`src/rtl/cpu_types_pkg.sv`:
```
// Shared CPU types: word type, the hit-count writeback address and the
// state encoding of the N-way data cache controller.
package cpu_types_pkg;

  typedef logic [31:0] word_t;

  localparam word_t DCACHE_COUNT_ADDR = 32'h3100;

  typedef enum logic [2:0] {
    IDLE,
    WB,
    LOAD,
    FLUSH_CHK,
    FLUSH_WB,
    WRITE_CNT,
    HALT
  } dcache_nway_state_t;

endpackage

```
`src/rtl/dcache_lru.sv`:
```
// True-LRU bookkeeping for one set: ages after an access to acc_way_i, and
// the replacement victim (lowest invalid way, else the oldest way).
module dcache_lru #(
  parameter int WAYS = 2,
  parameter int AW   = (WAYS > 1) ? $clog2(WAYS) : 1
) (
  input  logic [WAYS-1:0][AW-1:0] ages_i,
  input  logic [WAYS-1:0]         valid_i,
  input  logic [AW-1:0]           acc_way_i,
  output logic [WAYS-1:0][AW-1:0] ages_o,
  output logic [AW-1:0]           victim_o
);

  for (genvar gi = 0; gi < WAYS; gi++) begin : g_age
    always_comb begin
      if (AW'(gi) == acc_way_i) begin
        ages_o[gi] = '0;
      end else if (ages_i[gi] < ages_i[acc_way_i]) begin
        ages_o[gi] = ages_i[gi] + 1'b1;
      end else begin
        ages_o[gi] = ages_i[gi];
      end
    end
  end

  logic found_invalid;

  always_comb begin
    victim_o      = '0;
    found_invalid = 1'b0;
    // Descending scan so the lowest-numbered invalid way is the last one kept.
    for (int w = WAYS - 1; w >= 0; w--) begin
      if (!valid_i[w]) begin
        victim_o      = AW'(w);
        found_invalid = 1'b1;
      end
    end
    if (!found_invalid) begin
      for (int w = 0; w < WAYS; w++) begin
        if (ages_i[w] == AW'(WAYS - 1)) victim_o = AW'(w);
      end
    end
  end

endmodule

```
`src/rtl/dcache_nway.sv`:
```
// Write-back, write-allocate N-way set-associative data cache with true LRU,
// full dirty flush on halt and a final hit-minus-miss count write.
module dcache_nway
  import cpu_types_pkg::*;
#(
  parameter int WAYS        = 2,
  parameter int SETS        = 8,
  parameter int BLOCK_WORDS = 2
) (
  input  logic  CLK,
  input  logic  RST,
  input  logic  halt,
  input  logic  dmemREN,
  input  logic  dmemWEN,
  input  word_t dmemaddr,
  input  word_t dmemstore,
  output logic  dhit,
  output word_t dmemload,
  output logic  flushed,
  output logic  dREN,
  output logic  dWEN,
  output word_t daddr,
  output word_t dstore,
  input  logic  dwait,
  input  word_t dload
);

  localparam int AW = (WAYS > 1) ? $clog2(WAYS) : 1;
  localparam int IB = $clog2(SETS);
  localparam int OB = $clog2(BLOCK_WORDS);
  localparam int OW = (OB > 0) ? OB : 1;
  localparam int TW = 30 - OB - IB;
  localparam int NF = SETS * WAYS;
  localparam int FW = $clog2(NF + 1);

  function automatic word_t mk_addr(input logic [TW-1:0] t, input logic [IB-1:0] s,
                                    input logic [OW-1:0] w);
    word_t a;
    a = '0;
    a[31 -: TW] = t;
    a[2 + OB +: IB] = s;
    if (OB > 0) a[2 +: OW] = w;
    return a;
  endfunction

  logic [TW-1:0] req_tag;
  logic [IB-1:0] req_idx;
  logic [OW-1:0] req_off;
  logic          unused_byte_bits;

  assign req_tag          = dmemaddr[31 -: TW];
  assign req_idx          = dmemaddr[2 + OB +: IB];
  assign req_off          = (OB > 0) ? dmemaddr[2 +: OW] : '0;
  assign unused_byte_bits = ^dmemaddr[1:0];

  word_t                  data_q  [WAYS][SETS][BLOCK_WORDS];
  logic [TW-1:0]          tag_q   [WAYS][SETS];
  logic [WAYS-1:0]        valid_q [SETS];
  logic [WAYS-1:0]        dirty_q [SETS];
  logic [WAYS-1:0][AW-1:0] age_q  [SETS];

  dcache_nway_state_t state_q;
  logic [OW-1:0] wc_q;
  logic [FW-1:0] f_q;
  logic [AW-1:0] vic_q;
  logic [IB-1:0] midx_q;
  logic [TW-1:0] mtag_q;
  word_t         hit_cnt_q, miss_cnt_q;

  logic [WAYS-1:0] match;
  logic [AW-1:0]   hit_way, victim;
  logic [WAYS-1:0][AW-1:0] lru_ages;
  logic req, is_wr, accept, last_word;

  for (genvar gi = 0; gi < WAYS; gi++) begin : g_match
    assign match[gi] = valid_q[req_idx][gi] && (tag_q[gi][req_idx] == req_tag);
  end

  always_comb begin
    hit_way = '0;
    for (int w = 0; w < WAYS; w++) begin
      if (match[w]) hit_way = AW'(w);
    end
  end

  dcache_lru #(.WAYS(WAYS), .AW(AW)) u_lru (
    .ages_i   (age_q[req_idx]),
    .valid_i  (valid_q[req_idx]),
    .acc_way_i(hit_way),
    .ages_o   (lru_ages),
    .victim_o (victim)
  );

  // A simultaneous read and write request is served as a read.
  assign req       = dmemREN | dmemWEN;
  assign is_wr     = dmemWEN & ~dmemREN;
  assign dhit      = (state_q == IDLE) && req && (|match);
  assign dmemload  = dhit ? data_q[hit_way][req_idx][req_off] : '0;
  assign flushed   = (state_q == HALT);
  assign accept    = ~dwait;
  assign last_word = (wc_q == OW'(BLOCK_WORDS - 1));

  logic [AW-1:0] f_way, wb_way;
  logic [IB-1:0] f_set, wb_set;

  assign f_set  = f_q[IB-1:0];
  assign f_way  = (WAYS > 1) ? f_q[IB +: AW] : '0;
  assign wb_way = (state_q == FLUSH_WB) ? f_way : vic_q;
  assign wb_set = (state_q == FLUSH_WB) ? f_set : midx_q;

  always_comb begin
    dREN   = 1'b0;
    dWEN   = 1'b0;
    daddr  = '0;
    dstore = '0;
    case (state_q)
      WB, FLUSH_WB: begin
        dWEN   = 1'b1;
        daddr  = mk_addr(tag_q[wb_way][wb_set], wb_set, wc_q);
        dstore = data_q[wb_way][wb_set][wc_q];
      end
      LOAD: begin
        dREN  = 1'b1;
        daddr = mk_addr(mtag_q, midx_q, wc_q);
      end
      WRITE_CNT: begin
        dWEN   = 1'b1;
        daddr  = DCACHE_COUNT_ADDR;
        dstore = hit_cnt_q - miss_cnt_q;
      end
      default: ;
    endcase
  end

  // Single write port into the frame store: store hits and line fills.
  logic          dwe;
  logic [AW-1:0] dwe_way;
  logic [IB-1:0] dwe_set;
  logic [OW-1:0] dwe_off;
  word_t         dwe_data;

  always_comb begin
    dwe      = 1'b0;
    dwe_way  = hit_way;
    dwe_set  = req_idx;
    dwe_off  = req_off;
    dwe_data = dmemstore;
    if (dhit && is_wr) begin
      dwe = 1'b1;
    end else if (state_q == LOAD && accept) begin
      dwe      = 1'b1;
      dwe_way  = vic_q;
      dwe_set  = midx_q;
      dwe_off  = wc_q;
      dwe_data = dload;
    end
  end

  always_ff @(posedge CLK) begin
    if (dwe) data_q[dwe_way][dwe_set][dwe_off] <= dwe_data;
    if (state_q == LOAD && accept && last_word) tag_q[vic_q][midx_q] <= mtag_q;
  end

  always_ff @(posedge CLK or posedge RST) begin
    if (RST) begin
      state_q    <= IDLE;
      wc_q       <= '0;
      f_q        <= '0;
      vic_q      <= '0;
      midx_q     <= '0;
      mtag_q     <= '0;
      hit_cnt_q  <= '0;
      miss_cnt_q <= '0;
      for (int s = 0; s < SETS; s++) begin
        valid_q[s] <= '0;
        dirty_q[s] <= '0;
        for (int w = 0; w < WAYS; w++) age_q[s][w] <= AW'(w);
      end
    end else begin
      if (dhit) hit_cnt_q <= hit_cnt_q + 1'b1;
      case (state_q)
        IDLE: begin
          if (dhit) begin
            age_q[req_idx] <= lru_ages;
            if (is_wr) dirty_q[req_idx][hit_way] <= 1'b1;
          end
          if (halt) begin
            f_q     <= '0;
            state_q <= FLUSH_CHK;
          end else if (req && !(|match)) begin
            vic_q   <= victim;
            midx_q  <= req_idx;
            mtag_q  <= req_tag;
            wc_q    <= '0;
            state_q <= (valid_q[req_idx][victim] && dirty_q[req_idx][victim]) ? WB : LOAD;
          end
        end
        WB: if (accept) begin
          wc_q <= last_word ? '0 : wc_q + 1'b1;
          if (last_word) state_q <= LOAD;
        end
        LOAD: if (accept) begin
          wc_q <= last_word ? '0 : wc_q + 1'b1;
          if (last_word) begin
            valid_q[midx_q][vic_q] <= 1'b1;
            dirty_q[midx_q][vic_q] <= 1'b0;
            miss_cnt_q             <= miss_cnt_q + 1'b1;
            state_q                <= IDLE;
          end
        end
        FLUSH_CHK: begin
          if (f_q == FW'(NF)) begin
            state_q <= WRITE_CNT;
          end else if (dirty_q[f_set][f_way]) begin
            wc_q    <= '0;
            state_q <= FLUSH_WB;
          end else begin
            f_q <= f_q + 1'b1;
          end
        end
        FLUSH_WB: if (accept) begin
          wc_q <= last_word ? '0 : wc_q + 1'b1;
          if (last_word) begin
            f_q     <= f_q + 1'b1;
            state_q <= FLUSH_CHK;
          end
        end
        WRITE_CNT: if (accept) state_q <= HALT;
        HALT: ;
        default: state_q <= IDLE;
      endcase
    end
  end

endmodule

```
`config.mk`:
```
export PLATFORM = sky130hd
export DESIGN_NAME = dcache_nway
export DESIGN_NICKNAME = d
export VERILOG_FILES = /design/src/rtl/cpu_types_pkg.sv /design/src/rtl/dcache_lru.sv /design/src/rtl/dcache_nway.sv
export SDC_FILE = /design/constraint.sdc
export NUM_CORES = 2
export LEC_CHECK = 0
export BUFFER_PORTS_ARGS = -buffer_cell sky130_fd_sc_hd__buf_2
export CAP_MARGIN = 10
export CORE_MARGIN = 1
export CORE_UTILIZATION = 50
export DETAILED_ROUTE_END_ITERATION = 6
export PLACE_DENSITY = 0.69
export RECOVER_POWER = 50
export REMOVE_ABC_BUFFERS = 1
export SYNTH_ARGS = -nofsm -noshare
export SYNTH_HDL_FRONTEND = slang
export SYNTH_SLANG_ARGS = --single-unit
```
`constraint.sdc`:
```
create_clock -name CLK -period 8.26 [get_ports CLK]
set_input_delay 2.478 -clock CLK [delete_from_list [all_inputs] [get_ports CLK]]
set_output_delay 2.478 -clock CLK [all_outputs]
set_load 0.01 [all_outputs]
```
Word-level counts from Yosys, hierarchy flattened
Memory sizes are Yosys's and may differ from the RTL's.
Index checks and enable logic that the tools add are counted.

storage, ports and cells
  register bits after elaboration = 151
  bits in writable memories = 1440
  input port bits = 102
  output and inout bits = 100
  logic and storage cells = 266
  memories = 2

memory list
  memory  words  width  rd ports  clocked after memory_dff  wr ports  RTL line           text
  data_q  2      512    2         0                         1         dcache_nway.sv:56  word_t data_q [WAYS][SETS][BLOCK_WORDS];
  tag_q   2      208    3         0                         1         dcache_nway.sv:57  logic [TW-1:0] tag_q [WAYS][SETS];

cells by class
  add/subtract/negate cells = 7
  magnitude comparators = 20
  equality and inequality tests = 27
  mux-type cells = 121
  bitwise logic cells = 18
  reduce and logical (&&, ||, !) cells = 31

operator list
  operator                 count
  $mux W512                1
  $bmux W64 S3             2
  $mux W32                 10
  $mux W64                 5
  $bmux W26 S3             3
  $mux W208                1
  $demux W64 S3            1
  $mux W26                 7
  $pmux W32 S3             1
  $demux W26 S3            1
  $add A32 B1 Y32 const B  2
  $mux W16                 4
  $pmux W32 S2             1
  $eq A26 B26 Y1           2
  $mux W3                  14
  $mux W1                  38
  $demux W32 S1            1
  $or A16 B16 Y16          2
  $pmux W16 S2             1
  $sub A32 B32 Y32         1
  $ne A2 B2 Y1 const B     15
  $mux W5                  5
  $bmux W2 S3              4
  $mux W2                  12
  other kinds (41)         90

Depth between registers and ports, before layout
  depth after elaboration = 18
  depth in mapped cells = 22

Cells and area by module
A second synthesis with hierarchy kept.

second synthesis, totals
  cells, all modules = 6276
  area total of the unflattened synthesis = 78565.4 um^2

modules (own cells, without submodules)
  module       times used  cells each  area each (um^2)
  dcache_nway  1           6271        78540.3
  dcache_lru   1           5           25.0

Worst setup path before layout
OpenSTA, ideal clock, no wires.

  path type = input port to output port
  from = input dmemaddr[4]
  to = output dmemload[0]
  data arrival time = 6183 ps
  setup slack = -401 ps
  stages = 18
  path through = buf_4 buf_4 clkbuf_1 mux2_2 a221oi_1 o21ai_0 xor2_1 nor4_1 and3b_1 buf_4 and4_1 buf_6 buf_6 buf_12 buf_6 nand2_1 a32o_1 o41ai_1

between the ends
  word-level cells in the longest chain between the ends = 15
  elaborated cells between the ends (all ways) = 25

RTL lines
  what                                          RTL line                              text
  start, declared                               dcache_nway.sv:15                     input word_t dmemaddr,
  $not A3 Y4 (not written as such) (*)          dcache_nway.sv:76, dcache_nway.sv:98
  $bmux W26 S3                                  dcache_nway.sv:76                     assign match[gi] = valid_q[req_idx][gi] && (tag_q[gi][req_idx] == req_tag);
  $mux W26 (not written as such) (2 in series)  dcache_nway.sv:76
  $eq A26 B26 Y1                                dcache_nway.sv:76
  $logic_and A1 B1 Y1                           dcache_nway.sv:76
  $mux W1                                       dcache_nway.sv:82                     if (match[w]) hit_way = AW'(w);
  $mem_v2 Z2 W512                               -
  $bmux W64 S3                                  dcache_nway.sv:98                     assign dmemload = dhit ? data_q[hit_way][req_idx][req_off] : '0;
  $mux W64 (not written as such) (2 in series)  dcache_nway.sv:98
  $mux W32 (not written as such) (3 in series)  dcache_nway.sv:98
  $mux W32 (*)                                  dcache_nway.sv:98
  end, declared                                 dcache_nway.sv:18                     output word_t dmemload,

Every way passes the cells marked *; elsewhere a longest branch is shown, timed or not. The select of a mux whose other input is x is not followed.

Worst setup path after layout
  from = input dmemaddr[4]
  to = output dmemload[19]

Same word-level chain as after synthesis.

==> results.txt <==
status = finished with violations
failing checks = design-rule violations, max-capacitance violations, max-slew violations, negative setup slack
post-layout instance area = 92200 µm²
area occupied by multi-input gates = 30200 µm²
met3 usage = 9.50%
Layout area overhead = 17.3%
met1 GRT Util = 45.6%
CTS tree = done
Fill cells = 12100
initial antenna violation count = 15
Setup crit start kind = input pin
vias in the first global route = 59400
total CTS buffers = 166
pin slew with the least headroom to its limit = 3.90 ns
# rows = 145
post-synthesis cell type count = 92
RSZ-0062 raised after global routing = true
Final Hold Fails = 0
CTS sink count = 1591
root buffer cell = clkbuf_16
Synth area leader = edfxtp_1
Core Area = 156000 µm²
Req. time, crit path = 5.78 ns
Max clock buf depth = 3
Hold Crit Class = flip-flop to flip-flop
layout cell share with drive strength beyond 1 = 20.1%
Die W = 399 µm
mapped cell area = 78700 µm²
Setup Skew = 0.0465 ns
DRC violations left = 6
crit share post-route = 109%
share of the synthesized area in the top cell type = 55.0%
dpl hpwl = 161000 µm
synth warn = 0
via count = 62800
Post-synth EDFFs = 1440
WL per Instance = 30.6 µm
first-pass GRT wire length = 404000 µm
Max FO, Critical Path = 8
Pins Over Slew Limit = 191
DR pass1 iterations = 7
Initial Utilization = 50.4%
# port buffers = 197
VDD IR-drop max = 357 µV
worst relative slew slack = -162%
routed vias/inst = 6.74
setup violators final = 33
final critical-path setup slack = -0.763 ns
H-tree Lvls = 4
placed cell areas = 84300 µm²
placed insts = 8877
number of max-cap violations = 4
leakage power = 33.0 nW
crit path kind = input pin to output port
Detail Route Antenna Nets = 0
IO Pins = 202
Iteration-0 DRC Markers = 9720
clock slew at reported path FFs = 0.06 ns
GR peak layer = met2
Post-synth ARST share = 9.49%
DP Worst Slack = -1.19 ns
ys flop type = edfxtp_1
final std cells w/o fill = 9312
crit path capture type = output port
Total GRT Usage = 35.1%
synthesized flop and latch total = 1591
GR Overflow Total = 0
chip height = 399 µm
min Tclk post-route = 9.02 ns
die area = 159000 µm²
Post-Syn Instances = 6735
Synth Area per Inst = 11.7 µm²
pwr dens = 298 nW/µm²
WP data arrival = 6.54 ns
Clk Latency, worst-skew pair = 0.82 ns
Seq/Total Area, Yosys = 59.8%
Routed WL = 285000 µm
ranking of synthesized cells by area = edfxtp_1, nand2_1, mux4_2
storage element area = 47000 µm²
GPL Wtd Cong = 0.919
fin nets = 7241
largest net degree at the start of global routing = 191
fmax = 111 MHz
met2 usage = 52.4%
metal layers:
layer / share of wire [%] / routed length, µm
met1: 35 / 99800
met2: 44 / 124000
met3: 14 / 40000
met4: 7.3 / 20900
met5: 0.038 / 108
registers in the layout, summed over array words and instances (netlist names), 3 cells and up:
register    flops
state_q         3
hit_cnt_q      32
f_q             5
tag_q         416
valid_q        16
dirty_q        16
mtag_q         26
data_q       1024
miss_cnt_q     32
age_q          16
midx_q          3
timing repair:
item / 4_1_cts / 5_1_grt
hold buffers: 0 / 0
resized for setup: 179 / 103
setup endpoints to repair: 33 / 33
endpoints found under the hold margin: 0 / 0
cloned: 16 / 2
pin swaps: 41 / 47
setup buffers: 62 / 48
where the power goes:
part / leakage [nW] / internal, W / switching (W)
combinational: 15.5 / 0.00297 / 0.00685
clock: 2.60 / 0.00421 / 0.00322
sequential: 14.9 / 0.00978 / 0.000444
cells in the final DEF, fill, tap and decap left out, types with 91 or more instances in the layout:
| cell | instances |
|---|---|
| inv_1 | 95 |
| and3_1 | 248 |
| nand2_1 | 1937 |
| mux4_2 | 209 |
| nand3_1 | 398 |
| o21ai_0 | 128 |
| buf_4 | 353 |
| edfxtp_1 | 1440 |
| a311oi_1 | 233 |
| mux2i_1 | 130 |
| buf_2 | 177 |
| a31oi_1 | 164 |
| mux2_2 | 91 |
| nor2_1 | 101 |
| dfrtp_1 | 142 |
| clkbuf_16 | 172 |
cells by family (layout without fill, tap and decap cells):
logic type	Yosys count	after routing	synth area share (%)
buffers and inverters	613	1118	3.38
AO/OA/AOI/OAI	983	984	9.04
AND/OR/NAND/NOR	2926	2927	16.3
XOR/XNOR	137	137	1.53
flip-flops	1591	1591	59.8
multiplexers	447	447	9.38
other	1	13	0.00477
adder cells (fa/ha/maj)	37	37	0.595
final cells by class:
type / instances / area share [%]
flip-flops and latches: 1591 / 51.0
multi-input cells: 4534 / 32.8
repair buffers: 710 / 7.23
clock buffers: 228 / 4.92
well taps: 2058 / 2.79
clock inverters: 80 / 0.869
inverters: 100 / 0.414
diodes: 11 / 0.0298
path summary, 6_finish.rpt:
kind	start	end	slack, ns	cells past startpoint
worst max-delay path	dmemaddr[4]	dmemload[19]	-0.76	21
worst min-delay path	miss_cnt_q[13]$_DFFE_PP0P_	miss_cnt_q[13]$_DFFE_PP0P_	0.47	1
worst min register to register	miss_cnt_q[13]$_DFFE_PP0P_	miss_cnt_q[13]$_DFFE_PP0P_	0.47	1
worst max register to register	state_q[1]$_DFFE_PP0P_	tag_q[0][140]$_DFFE_PP_	1.89	9
min in group asynchronous	RST	miss_cnt_q[19]$_DFFE_PP0P_	2.85	2
max in group asynchronous	RST	mtag_q[10]$_DFFE_PP0P_	1.47	3
critical path, cell delays in order:
cell and delay [ns]:
buf_12 0.12, buf_4 0.14, buf_12 0.14, buf_12 0.14, nor2_4 0.12, buf_6 0.13
buf_12 0.11, a22oi_2 0.08, o22ai_2 0.18, a21oi_2 0.08, or4b_4 0.52, nor4_2 0.27
and4_4 0.41, buf_12 0.15, buf_16 0.15, buf_6 0.14, mux2_2 0.16, o2111ai_1 0.11
or4_4 0.54, a21oi_4 0.18, buf_6 0.17
per-stage QoR:
stage                     power, W  utilization, %  setup TNS, ns  hold slack, ns
final                       0.0275            59.1         -22.07           0.469
after detailed placement    0.0197            54.0         -32.86           0.453
after global placement      0.0195            54.0         -31.95           0.444
after global routing        0.0282            59.0         -24.41           0.486
after floorplan             0.0166               -       -6466.13           0.428
after CTS                   0.0270            58.5         -19.45           0.469
cells in the mapped netlist, types with 17 or more instances:
cell type / number
a21oi_1: 77
buf_2: 44
xnor2_1: 83
xor2_1: 54
nand2b_1: 25
mux2i_1: 137
and3_1: 251
buf_1: 61
dfrtp_1: 143
mux4_2: 202
inv_1: 97
nand2_1: 1942
a22oi_1: 45
a221oi_1: 32
a32oi_1: 40
nand4_1: 45
edfxtp_1: 1440
nand3_1: 401
o21ai_0: 132
nor2b_1: 17
nor2_1: 119
nor3_1: 22
a21o_1: 19
a311oi_1: 239
o211ai_1: 40
buf_4: 29
a31oi_1: 167
o22ai_1: 76
ha_1: 35
mux2_2: 92
clkbuf_1: 358
Power figures use the tool's default switching activity.
